--- src/rtl/alu_arbiter_if.sv ---
// Request/response bundle between the two issue ports, the response consumer and alu_arbiter.
// The arbiter takes the slave modport; the requester/consumer side takes master.
interface alu_arbiter_if #(
  parameter int WIDTH = 32
);
  logic [1:0]       req_valid;
  logic [1:0]       req_ack;
  logic [WIDTH-1:0] req0_a;
  logic [WIDTH-1:0] req0_b;
  logic [WIDTH-1:0] req1_a;
  logic [WIDTH-1:0] req1_b;
  logic             req0_cin;
  logic             req1_cin;
  logic [3:0]       req0_ctrl;
  logic [3:0]       req1_ctrl;
  logic             rsp_valid;
  logic             rsp_ready;
  logic             rsp_id;
  logic [WIDTH-1:0] rsp_res;
  logic             rsp_cout;
  logic             rsp_err;

  modport slave (
    input  req_valid, req0_a, req0_b, req1_a, req1_b,
           req0_cin, req1_cin, req0_ctrl, req1_ctrl, rsp_ready,
    output req_ack, rsp_valid, rsp_id, rsp_res, rsp_cout, rsp_err
  );

  modport master (
    output req_valid, req0_a, req0_b, req1_a, req1_b,
           req0_cin, req1_cin, req0_ctrl, req1_ctrl, rsp_ready,
    input  req_ack, rsp_valid, rsp_id, rsp_res, rsp_cout, rsp_err
  );
endinterface

--- src/rtl/alu_arbiter.sv ---
// Round-robin arbiter sharing one combinational ALU between two requesters:
// registers the winner's operands, captures the result a cycle later, holds it until accepted.
module alu_arbiter #(
  parameter int WIDTH = 32
) (
  input  logic              clk,
  input  logic              reset,
  alu_arbiter_if.slave      bus,
  output logic [WIDTH-1:0]  alu_a,
  output logic [WIDTH-1:0]  alu_b,
  output logic              alu_cin,
  output logic [3:0]        alu_ctrl,
  input  logic [WIDTH-1:0]  alu_res,
  input  logic              alu_cout,
  output logic              busy
);

  typedef enum logic [1:0] {
    IDLE,
    EXEC,
    DONE
  } state_t;

  localparam logic [3:0] OP_ADD = 4'b0000;
  localparam logic [3:0] OP_SUB = 4'b0001;
  localparam logic [3:0] OP_SRL = 4'b1000;

  state_t           state_q, state_d;
  logic             prio_q, prio_d;
  logic [WIDTH-1:0] alu_a_q, alu_a_d;
  logic [WIDTH-1:0] alu_b_q, alu_b_d;
  logic             alu_cin_q, alu_cin_d;
  logic [3:0]       alu_ctrl_q, alu_ctrl_d;
  logic             rsp_id_q, rsp_id_d;
  logic [WIDTH-1:0] rsp_res_q, rsp_res_d;
  logic             rsp_cout_q, rsp_cout_d;
  logic             rsp_err_q, rsp_err_d;
  logic [1:0]       ack;
  logic             grant;
  logic             legal_op;

  always_comb begin
    state_d    = state_q;
    prio_d     = prio_q;
    alu_a_d    = alu_a_q;
    alu_b_d    = alu_b_q;
    alu_cin_d  = alu_cin_q;
    alu_ctrl_d = alu_ctrl_q;
    rsp_id_d   = rsp_id_q;
    rsp_res_d  = rsp_res_q;
    rsp_cout_d = rsp_cout_q;
    rsp_err_d  = rsp_err_q;
    ack        = 2'b00;
    grant      = 1'b0;
    legal_op   = (alu_ctrl_q <= OP_SRL);

    case (state_q)
      IDLE: begin
        if (|bus.req_valid) begin
          // On a tie the prio bit decides; otherwise the lone requester wins.
          grant      = (&bus.req_valid) ? prio_q : bus.req_valid[1];
          ack[grant] = 1'b1;
          rsp_id_d   = grant;
          state_d    = EXEC;
          if (grant) begin
            alu_a_d    = bus.req1_a;
            alu_b_d    = bus.req1_b;
            alu_cin_d  = bus.req1_cin;
            alu_ctrl_d = bus.req1_ctrl;
          end else begin
            alu_a_d    = bus.req0_a;
            alu_b_d    = bus.req0_b;
            alu_cin_d  = bus.req0_cin;
            alu_ctrl_d = bus.req0_ctrl;
          end
        end
      end
      EXEC: begin
        // Illegal opcodes still take the EXEC slot but report zero result and an error.
        rsp_res_d  = legal_op ? alu_res : '0;
        rsp_cout_d = ((alu_ctrl_q == OP_ADD) || (alu_ctrl_q == OP_SUB)) ? alu_cout : 1'b0;
        rsp_err_d  = !legal_op;
        state_d    = DONE;
      end
      DONE: begin
        if (bus.rsp_ready) begin
          prio_d  = !rsp_id_q;
          state_d = IDLE;
        end
      end
      default: state_d = IDLE;
    endcase
  end

  always_ff @(posedge clk) begin
    if (reset) begin
      state_q    <= IDLE;
      prio_q     <= 1'b0;
      alu_a_q    <= '0;
      alu_b_q    <= '0;
      alu_cin_q  <= 1'b0;
      alu_ctrl_q <= 4'b0000;
      rsp_id_q   <= 1'b0;
      rsp_res_q  <= '0;
      rsp_cout_q <= 1'b0;
      rsp_err_q  <= 1'b0;
    end else begin
      state_q    <= state_d;
      prio_q     <= prio_d;
      alu_a_q    <= alu_a_d;
      alu_b_q    <= alu_b_d;
      alu_cin_q  <= alu_cin_d;
      alu_ctrl_q <= alu_ctrl_d;
      rsp_id_q   <= rsp_id_d;
      rsp_res_q  <= rsp_res_d;
      rsp_cout_q <= rsp_cout_d;
      rsp_err_q  <= rsp_err_d;
    end
  end

  assign bus.req_ack   = ack;
  assign bus.rsp_valid = (state_q == DONE);
  assign bus.rsp_id    = rsp_id_q;
  assign bus.rsp_res   = rsp_res_q;
  assign bus.rsp_cout  = rsp_cout_q;
  assign bus.rsp_err   = rsp_err_q;
  assign alu_a         = alu_a_q;
  assign alu_b         = alu_b_q;
  assign alu_cin       = alu_cin_q;
  assign alu_ctrl      = alu_ctrl_q;
  assign busy          = (state_q != IDLE);

endmodule

--- src/flat_wrapper.sv ---
// flat-port wrapper written by rule: the top's interface ports become plain ports
module alu_arbiter_flat 
#(
  parameter int WIDTH = 32
)
  (clk, reset, alu_a, alu_b, alu_cin, alu_ctrl, alu_res, alu_cout, busy, bus_req_valid, bus_req0_a, bus_req0_b, bus_req1_a, bus_req1_b, bus_req0_cin, bus_req1_cin, bus_req0_ctrl, bus_req1_ctrl, bus_rsp_ready, bus_req_ack, bus_rsp_valid, bus_rsp_id, bus_rsp_res, bus_rsp_cout, bus_rsp_err);
  alu_arbiter_if #(.WIDTH(WIDTH)) bus_i ();
  input  logic clk;
  input  logic reset;
  output logic [WIDTH-1:0] alu_a;
  output logic [WIDTH-1:0] alu_b;
  output logic alu_cin;
  output logic [3:0] alu_ctrl;
  input  logic [WIDTH-1:0] alu_res;
  input  logic alu_cout;
  output logic busy;
  input wire logic [$bits(bus_i.req_valid)-1:0] bus_req_valid;
  input wire logic [$bits(bus_i.req0_a)-1:0] bus_req0_a;
  input wire logic [$bits(bus_i.req0_b)-1:0] bus_req0_b;
  input wire logic [$bits(bus_i.req1_a)-1:0] bus_req1_a;
  input wire logic [$bits(bus_i.req1_b)-1:0] bus_req1_b;
  input wire logic [$bits(bus_i.req0_cin)-1:0] bus_req0_cin;
  input wire logic [$bits(bus_i.req1_cin)-1:0] bus_req1_cin;
  input wire logic [$bits(bus_i.req0_ctrl)-1:0] bus_req0_ctrl;
  input wire logic [$bits(bus_i.req1_ctrl)-1:0] bus_req1_ctrl;
  input wire logic [$bits(bus_i.rsp_ready)-1:0] bus_rsp_ready;
  output wire logic [$bits(bus_i.req_ack)-1:0] bus_req_ack;
  output wire logic [$bits(bus_i.rsp_valid)-1:0] bus_rsp_valid;
  output wire logic [$bits(bus_i.rsp_id)-1:0] bus_rsp_id;
  output wire logic [$bits(bus_i.rsp_res)-1:0] bus_rsp_res;
  output wire logic [$bits(bus_i.rsp_cout)-1:0] bus_rsp_cout;
  output wire logic [$bits(bus_i.rsp_err)-1:0] bus_rsp_err;
  assign bus_i.req_valid = bus_req_valid;
  assign bus_i.req0_a = bus_req0_a;
  assign bus_i.req0_b = bus_req0_b;
  assign bus_i.req1_a = bus_req1_a;
  assign bus_i.req1_b = bus_req1_b;
  assign bus_i.req0_cin = bus_req0_cin;
  assign bus_i.req1_cin = bus_req1_cin;
  assign bus_i.req0_ctrl = bus_req0_ctrl;
  assign bus_i.req1_ctrl = bus_req1_ctrl;
  assign bus_i.rsp_ready = bus_rsp_ready;
  assign bus_req_ack = bus_i.req_ack;
  assign bus_rsp_valid = bus_i.rsp_valid;
  assign bus_rsp_id = bus_i.rsp_id;
  assign bus_rsp_res = bus_i.rsp_res;
  assign bus_rsp_cout = bus_i.rsp_cout;
  assign bus_rsp_err = bus_i.rsp_err;
  alu_arbiter #(.WIDTH(WIDTH)) u_core (.clk(clk), .reset(reset), .bus(bus_i), .alu_a(alu_a), .alu_b(alu_b), .alu_cin(alu_cin), .alu_ctrl(alu_ctrl), .alu_res(alu_res), .alu_cout(alu_cout), .busy(busy));
endmodule
--- config.mk ---
export PLATFORM = sky130hd
export DESIGN_NAME = alu_arbiter_flat
export DESIGN_NICKNAME = d
export VERILOG_FILES = /design/src/rtl/alu_arbiter_if.sv /design/src/rtl/alu_arbiter.sv /design/src/flat_wrapper.sv
export SDC_FILE = /design/constraint.sdc
export NUM_CORES = 1
export LEC_CHECK = 0
export CAP_MARGIN = 0
export CORE_MARGIN = 10
export CORE_UTILIZATION = 34
export CTS_CLUSTER_DIAMETER = 80
export DETAILED_ROUTE_END_ITERATION = 12
export PLACE_DENSITY = 0.8
export REMOVE_ABC_BUFFERS = 1
export SETUP_SLACK_MARGIN = 0.15
export SYNTH_ARGS = -nofsm -noshare
export SYNTH_HDL_FRONTEND = slang
export SYNTH_SLANG_ARGS = --single-unit
--- constraint.sdc ---
create_clock -name clk -period 1.2 [get_ports clk]
set_input_delay 0.12 -clock clk [delete_from_list [all_inputs] [get_ports clk]]
set_output_delay 0.12 -clock clk [all_outputs]
set_load 0.03 [all_outputs]
Word-level counts from Yosys, hierarchy flattened
Cells that the tools add are included.

Reduce and logical (&&, ||, !) cells: 12. Equal/unequal tests: 5. Mux-type cells: 14. $lt $le $gt $ge: 3.

Operators with widths (count): $mux 32 (3); $mux 2 (4); $reduce_and 2->1 (4); $pmux 2 s3 (1); $eq 4x1->1 const B (1); $le 4x4->1 const B (1); $logic_not 4->1 (1); $mux 1 (4); $mux 4 (1); $eq 2x1->1 const B (1); $eq 2x2->1 const B (1); $logic_not 1->1 (2); $logic_not 2->1 (1); $lt 1x2->1 const B (1); $ne 2x1->1 const B (1); $ne 2x2->1 const B (1); $reduce_bool 2->1 (1); $reduce_or 2->1 (1); $demux 1 s1 (1); $ge 1x1->1 const B (1); $logic_and 1x1->1 (1); $logic_or 1x1->1 (1).

Output and inout port bits: 108. Register bits after elaboration: 107. Logic and storage cells: 44. Bits of input ports: 176.

Longest topological paths before layout
Gate-level depths: netlist of the first run.

Word-level depth: 8. Mapped depth: 6. Depth with buffers taken out: 4.

Worst setup path after synthesis of the first run
OpenSTA, ideal clock, no wires.

Path kind: register to register. Start: register u_core.alu_ctrl_q[0] (netlist: u_core.alu_ctrl[0]). End: register u_core.rsp_res_q[10] (netlist: u_core.bus.rsp_res[10]). Arrival time: 1253 ps. Clock period less this slack: 1313 ps. Data required time: 1140 ps. Setup slack: -113 ps. Path buffers: 1. Setup time: 60 ps. Stages on the path, launching flop included: 5. Cells stage by stage: dfxtp_1 -> o31a_1 -> nor3_4 -> buf_6 -> a22o_1.

Longest elaborated chain between the ends: 2.

Ends and longest elaborated chain: start, declared (RTL line alu_arbiter.sv:33) `logic [3:0] alu_ctrl_q, alu_ctrl_d;`; start signal, assigned (RTL line alu_arbiter.sv:113) `alu_ctrl_q <= alu_ctrl_d;`; $le 4x4->1 (RTL line alu_arbiter.sv:55) `legal_op = (alu_ctrl_q <= OP_SRL);`; $mux 32 (RTL line alu_arbiter.sv:80) `rsp_res_d = legal_op ? alu_res : '0;`; end signal, assigned (RTL line alu_arbiter.sv:115) `rsp_res_q <= rsp_res_d;`; end, declared (RTL line alu_arbiter.sv:35) `logic [WIDTH-1:0] rsp_res_q, rsp_res_d;`.

No other way between the ends. A chain may end at the register's enable or synchronous reset.

Worst setup path in the final report of the first run
Start: register u_core.state_q[1]. End: output port bus_req_ack[0].

Longest elaborated chain between the ends: 2.

Ends and longest elaborated chain: start, declared (RTL line alu_arbiter.sv:28) `state_t state_q, state_d;`; start signal, assigned (RTL line alu_arbiter.sv:108) `state_q <= state_d;`; $logic_not 2->1 (RTL line alu_arbiter.sv:57) `case (state_q)`; $mux 2 (RTL line alu_arbiter.sv:57); end, declared (RTL line flat_wrapper.sv:27) `output wire logic [$bits(bus_i.req_ack)-1:0] bus_req_ack;`.

No other way between the ends.

==> results.toml, run 1 <==
[outcome]
status = "finished, violations left"
violations = "setup timing"

[global_route]
gr-total-overflow = 0
grt_first_pass_wirelength_mm = 35.4
grt_max_degree = 41
antenna_found_initial = 0
grt_pass1_vias = 6203
grt_use_total_pct = 22.4

[yosys]
ys_warn_count = 0
ys_ff_latch = 107
seq_area_frac_synth_pct = 45.0
synth.most_common_cell = "dfxtp_1"
synth_edf_count = 0
yosys-top-cells-count = "107 x dfxtp_1, 78 x nand4_1, 61 x o21ai_0"
synthCells = 520
synth_cell_type_count = 32
avgSynthCellArea_sq_um = 9.15
synthArstFlopShare_pct = 0
synthTopCellsByArea = "dfxtp_1 45%, nand4_1 10%, o21ai_0 6.4%, a311oi_2 6.3%, a22o_1 5.9%"
yosysTopAreaCell = "dfxtp_1"
syn_area_sq_um = 4760
synth_ff_type = "dfxtp_1"
synth.top_cell.area_share_pct = 45.0

[setup_path]
worstPathArrival_ns = 1.35
worstPathMaxFanout = 4
crit_path_top_delay_cell = "dfxtp_4"
timing.rr.start = "u_core.state_q[1]$_SDFFE_PP0P_"
rr_endpoint = "u_core.alu_a[31]$_SDFFE_PP0P_"
slowest_delay_ns = 0.36
cp-start-kind = "flop"
crit_top_cell = "buf_6"
r2r_setup_slack_ns = -0.26
endpoint = "bus_req_ack[0]"
reg2reg_depth = 6
cp.required_ns = 1.08
worstSetupStartpoint = "u_core.state_q[1]$_SDFFE_PP0P_"
end_kind = "output port"
path_class = "reg2out"
crit_chain = "nor2_4, buf_6, and3_4, buf_6"

[place]
place.gp.congestion = 0.906
hpwl_mm = 15.9
pre_cts_ws_ns = -0.497
dp.cells = 959
io_buffers = 283

[sta]
fin_tns_setup_ns = -19.50
fmax_ghz = 0.681
period_minus_slack_ns = 1.47
setup_ws_ns = -0.269
grt_setup_unrepaired = "true"
finalCritPeriodShare_pct = 122
finalSetupViolCount = 105
finalMaxSlewViolations = 0
relSlewSlack_pct = 74.9
hold_viol = 0
worst_pin_slew_ns = 0.377
finClkSkew_ns = 0.00574

[route]
vias = 5941
drt_pass1_iterations = 6
final_antenna_net_count = 0
post-route-drc-count = 0
vias_per_cell = 5.89
wire_per_inst_um = 22.9
dr.first_iter.drc_count = 438
wl_mm = 23.1

[clocking]
clkTransAtPathRegs_ns = 0.07
cts_root_buf = "clkbuf_16"
cts_buffers = 9
cts_buffer_depth = 2
clock_sinks = 107
clk_latency_ns = 0.35
cts_tree = "done"
htreeDepth = 3

[floorplanning]
die_w_um = 138
start_util_pct = 34.5
row_count = 43
die_y_um = 138
core_area_sq_um = 13800
io_pins = 284
die_area_sq_um = 19100

[finish]
num_antenna_cells = 0
area_growth_pct = 90.2
final_cell_count_no_fill = 1009
nNetsFinal = 1000
drive_above_1_share_pct = 34.0

[power]
power.density_nw_per_um2 = 1260
power.leakage_nw = 3.50
peakVddDrop_mv = 0.682

[hold_path]
holdPathStages = 3
worstHoldPathType = "in2reg"

[flow_run]
maxCapViolations = 0
==> power by group <==
part           leakage (nW)  switching (mW)  internal, mW  total [mW]
Combinational          2.48            2.11          2.19        4.30
Clock                 0.135            1.44          1.49        2.92
Sequential            0.886           0.250          3.89        4.14
==> final cells by class <==
| cell class | count | area (sq um) |
|---|---|---|
| fillers | 1064 | 4730 |
| inverters | 4 | 20.0 |
| multi-input cells | 338 | 2390 |
| clock buffers | 10 | 239 |
| clock inverters | 6 | 50.0 |
| well taps | 180 | 225 |
| repair buffers | 364 | 3950 |
| flip-flops and latches | 107 | 2160 |
==> cells in the final DEF (no fill, tap or decap), drive strengths merged, types with 2 or more instances in the layout <==
master and count:
a31oi 39, clkbuf 33, nor2 7, a22o 32, nor3 3, inv 5
o21ai 70, a21oi 33, clkinv 3, nand2b 3, nand2 3, clkinvlp 2
dfxtp 107, nand3 31, buf 167, nand4 78, a311oi 30, clkdlybuf4s50 172
and2b 2
==> worst min-delay path by stage <==
stage / startpoint / to / slack [ns]
finish: reset / u_core.prio_q$_SDFFE_PP0P_ / 0.17
global placement: u_core.bus.rsp_res[20]$_SDFFE_PP0N_ / u_core.bus.rsp_res[20]$_SDFFE_PP0N_ / 0.46
global route: reset / u_core.alu_b[5]$_SDFFE_PP0P_ / 0.19
floorplan: reset / u_core.alu_a[21]$_SDFFE_PP0P_ / 0.19
detailed placement: u_core.bus.rsp_res[3]$_SDFFE_PP0N_ / u_core.bus.rsp_res[3]$_SDFFE_PP0N_ / 0.46
CTS: reset / u_core.prio_q$_SDFFE_PP0P_ / 0.17
==> state kept, by name (all words and copies together) (netlist names) <==
| signal | flops |
|---|---|
| u_core.bus.rsp_cout | 1 |
| u_core.prio_q | 1 |
| u_core.bus.rsp_res | 32 |
| u_core.alu_a | 32 |
| u_core.alu_cin | 1 |
| u_core.alu_b | 32 |
| u_core.bus.rsp_err | 1 |
| u_core.alu_ctrl | 4 |
| u_core.state_q | 2 |
| u_core.bus.rsp_id | 1 |
==> routing by layer <==
metal	vias to the layer above	track usage (%)	part of all wire, %
li1	2663	-	-
met1	2819	25.2	36
met2	392	37.1	49
met3	67	7.84	11
met4	0	11.0	4.1
met5	-	0	0
==> metrics by stage <==
step                      hold WS, ns  util, %  instance area (sq um)  total power, mW
after floorplan                 0.188        -                   4390             5.66
after global placement          0.461     59.5                   8190             7.77
after detailed placement        0.463     59.5                   8190             7.86
after CTS                       0.167     62.8                   8640             11.1
after global routing            0.194     65.7                   9040             11.8
final                           0.172     65.7                   9040             11.4
==> critical path, delay by kind of cell (launching register included) <==
family,cells,cell delay [ns]
buf+inv,2,0.26
flops,1,0.36
simple gates,2,0.36
==> what timing repair did <==
action,in CTS,in global routing
cloned,8,6
buffers inserted,13,7
hold buffers,0,0
resized for setup,491,106
setup endpoints to repair,196,160
pin swaps,43,54
==> kinds of logic after synthesis <==
family,share of synthesized area [%]
buf+inv,8.08
mux,0.210
flops,45.0
compound gates,30.2
simple gates,16.5
Power figures use the tool's default switching activity.
==> run 2, diff against run 1 <==
Settings changed: CORE_UTILIZATION 34 to 50, DONT_BUFFER_PORTS set to 1, PLACE_DENSITY 0.8 to 0.71.
==> results.toml, run 2 (synthesized netlist as in run 1, its figures left out) <==
[outcome]
status = "finished, violations left"
violations = "hold timing, setup timing"

[clocking]
htreeDepth = 3
hold_buffers = 32
clkTransAtPathRegs_ns = 0.12
clk_latency_ns = 0.37
cts_buffer_depth = 2
cts_buffers = 9
cts_root_buf = "clkbuf_8"
clock_sinks = 107
cts_tree = "done"

[power]
peakVddDrop_mv = 0.877
combPwrFrac_pct = 36.3
power.switching_mw = 3.78
p_seq_share_pct = 41.6
clkPwrFrac_pct = 22.1
internal_power_mw = 6.62
power.leakage_nw = 2.87
switching_share_pct = 36.3
power.density_nw_per_um2 = 1370

[sta]
hold_viol = 75
finalMaxSlewViolations = 0
fin_tns_setup_ns = -30.01
setup_ws_ns = -0.427
grt_setup_unrepaired = "true"
finalSetupViolCount = 107
relSlewSlack_pct = 68.8
period_minus_slack_ns = 1.63
finClkSkew_ns = 0.0102
finalCritPeriodShare_pct = 136
fmax_ghz = 0.615
holdWs_ns = -0.199
worst_pin_slew_ns = 0.467

[floorplanning]
die_y_um = 118
die_area_sq_um = 13800
row_count = 35
io_pins = 284
start_util_pct = 51.5
core_area_sq_um = 9240
die_w_um = 118

[setup_path]
slowest_delay_ns = 0.35
cp-start-kind = "flop"
end_kind = "flop"
worstPathMaxFanout = 7
crit_family = "buffers and inverters"
cp.required_ns = 1.47
path_class = "reg2reg"
crit_path_top_delay_cell = "dfxtp_2"
crit_chain = "buf_6, nor2_4, buf_12, buf_4, bufbuf_16, nand4_1, a31oi_1"
critPathBufInv = 4
worstPathArrival_ns = 1.90

[finish]
multiInputGateArea_sq_um = 2520
fillers = 505
seq_area_sq_um = 2250
area_growth_pct = 59.7
layout_common_cells = "81 x dfxtp_2, 78 x nand4_1, 66 x buf_4"
nNetsFinal = 836
final_util_pct = 82.2
num_antenna_cells = 0
final_cell_count_no_fill = 794
fin_area_sq_um = 7590
drive_above_1_share_pct = 52.5
final_common_cell = "dfxtp_2"

[route]
dr.first_iter.drc_count = 789
post-route-drc-count = 0
final_antenna_net_count = 0
drt_pass1_iterations = 8
vias = 5573
vias_per_cell = 7.02
wire_per_inst_um = 29.7
wl_mm = 23.6

[global_route]
grt_use_total_pct = 28.4
grt_max_degree = 79
grt_pass1_vias = 5418
grt_first_pass_wirelength_mm = 32.1
antenna_found_initial = 0
gr-total-overflow = 0

[place]
io_buffers = 0
pre_cts_ws_ns = -0.529
place.gp.congestion = 0.832
placed_area_sq_um = 5560
hpwl_mm = 12.5
dp.cells = 693

[flow_run]
maxCapViolations = 0

[hold_path]
worstHoldPathType = "in2reg"
-- run 2: final cells by class --
type                    count  area share, %
flip-flops and latches    107           29.7
inverters                   4          0.264
clock buffers               9           1.63
repair buffers            199           32.0
clock inverters             7           1.10
multi-input cells         339           33.2
well taps                 129           2.13
-- run 2: final timing paths --
check | start | depth (start not counted) | endpoint | slack (ns)
max | u_core.state_q[1]$_SDFFE_PP0P_ | 7 | u_core.alu_b[11]$_SDFFE_PP0P_ | -0.43
max reg2reg | u_core.state_q[1]$_SDFFE_PP0P_ | 7 | u_core.alu_b[11]$_SDFFE_PP0P_ | -0.43
min reg2reg | u_core.alu_b[21]$_SDFFE_PP0P_ | 2 | u_core.alu_b[21]$_SDFFE_PP0P_ | 0.48
min | reset | 1 | u_core.alu_a[6]$_SDFFE_PP0P_ | -0.20
-- run 2: per-stage QoR --
stage          power [mW]  hold slack, ns
2_1_floorplan        5.66           0.188
3_5_place_dp         6.67           0.202
5_1_grt              10.7          -0.212
3_3_place_gp         6.60           0.201
6_report             10.4          -0.199
4_1_cts              9.86          -0.207
-- run 2: power by group through the flow --
stage          sequential, mW  combinational [mW]  clock, mW
6_report                 4.33                3.77       2.30
5_1_grt                  4.35                3.92       2.42
2_1_floorplan            4.77               0.889          0
3_5_place_dp             4.27                2.40          0
3_3_place_gp             4.26                2.34          0
4_1_cts                  4.23                3.34       2.29
-- run 2: what timing repair did --
| item | 4_1_cts | 5_1_grt |
|---|---|---|
| endpoints found under the setup margin | 132 | 186 |
| hold endpoints to repair | 107 | 75 |
| gates resized for setup | 132 | 135 |
| pin swaps | 83 | 40 |
| buffers inserted | 19 | 15 |
| gates cloned | 15 | 4 |
-- run 2: per-layer routing --
| metal | global-route usage, % | up-vias | part of all wire, % |
|---|---|---|---|
| li1 | - | 2340 | - |
| met3 | 10.4 | 90 | 11 |
| met5 | 0 | - | 0 |
| met2 | 48.9 | 479 | 50 |
| met1 | 30.9 | 2664 | 35 |
| met4 | 11.1 | 0 | 4.7 |
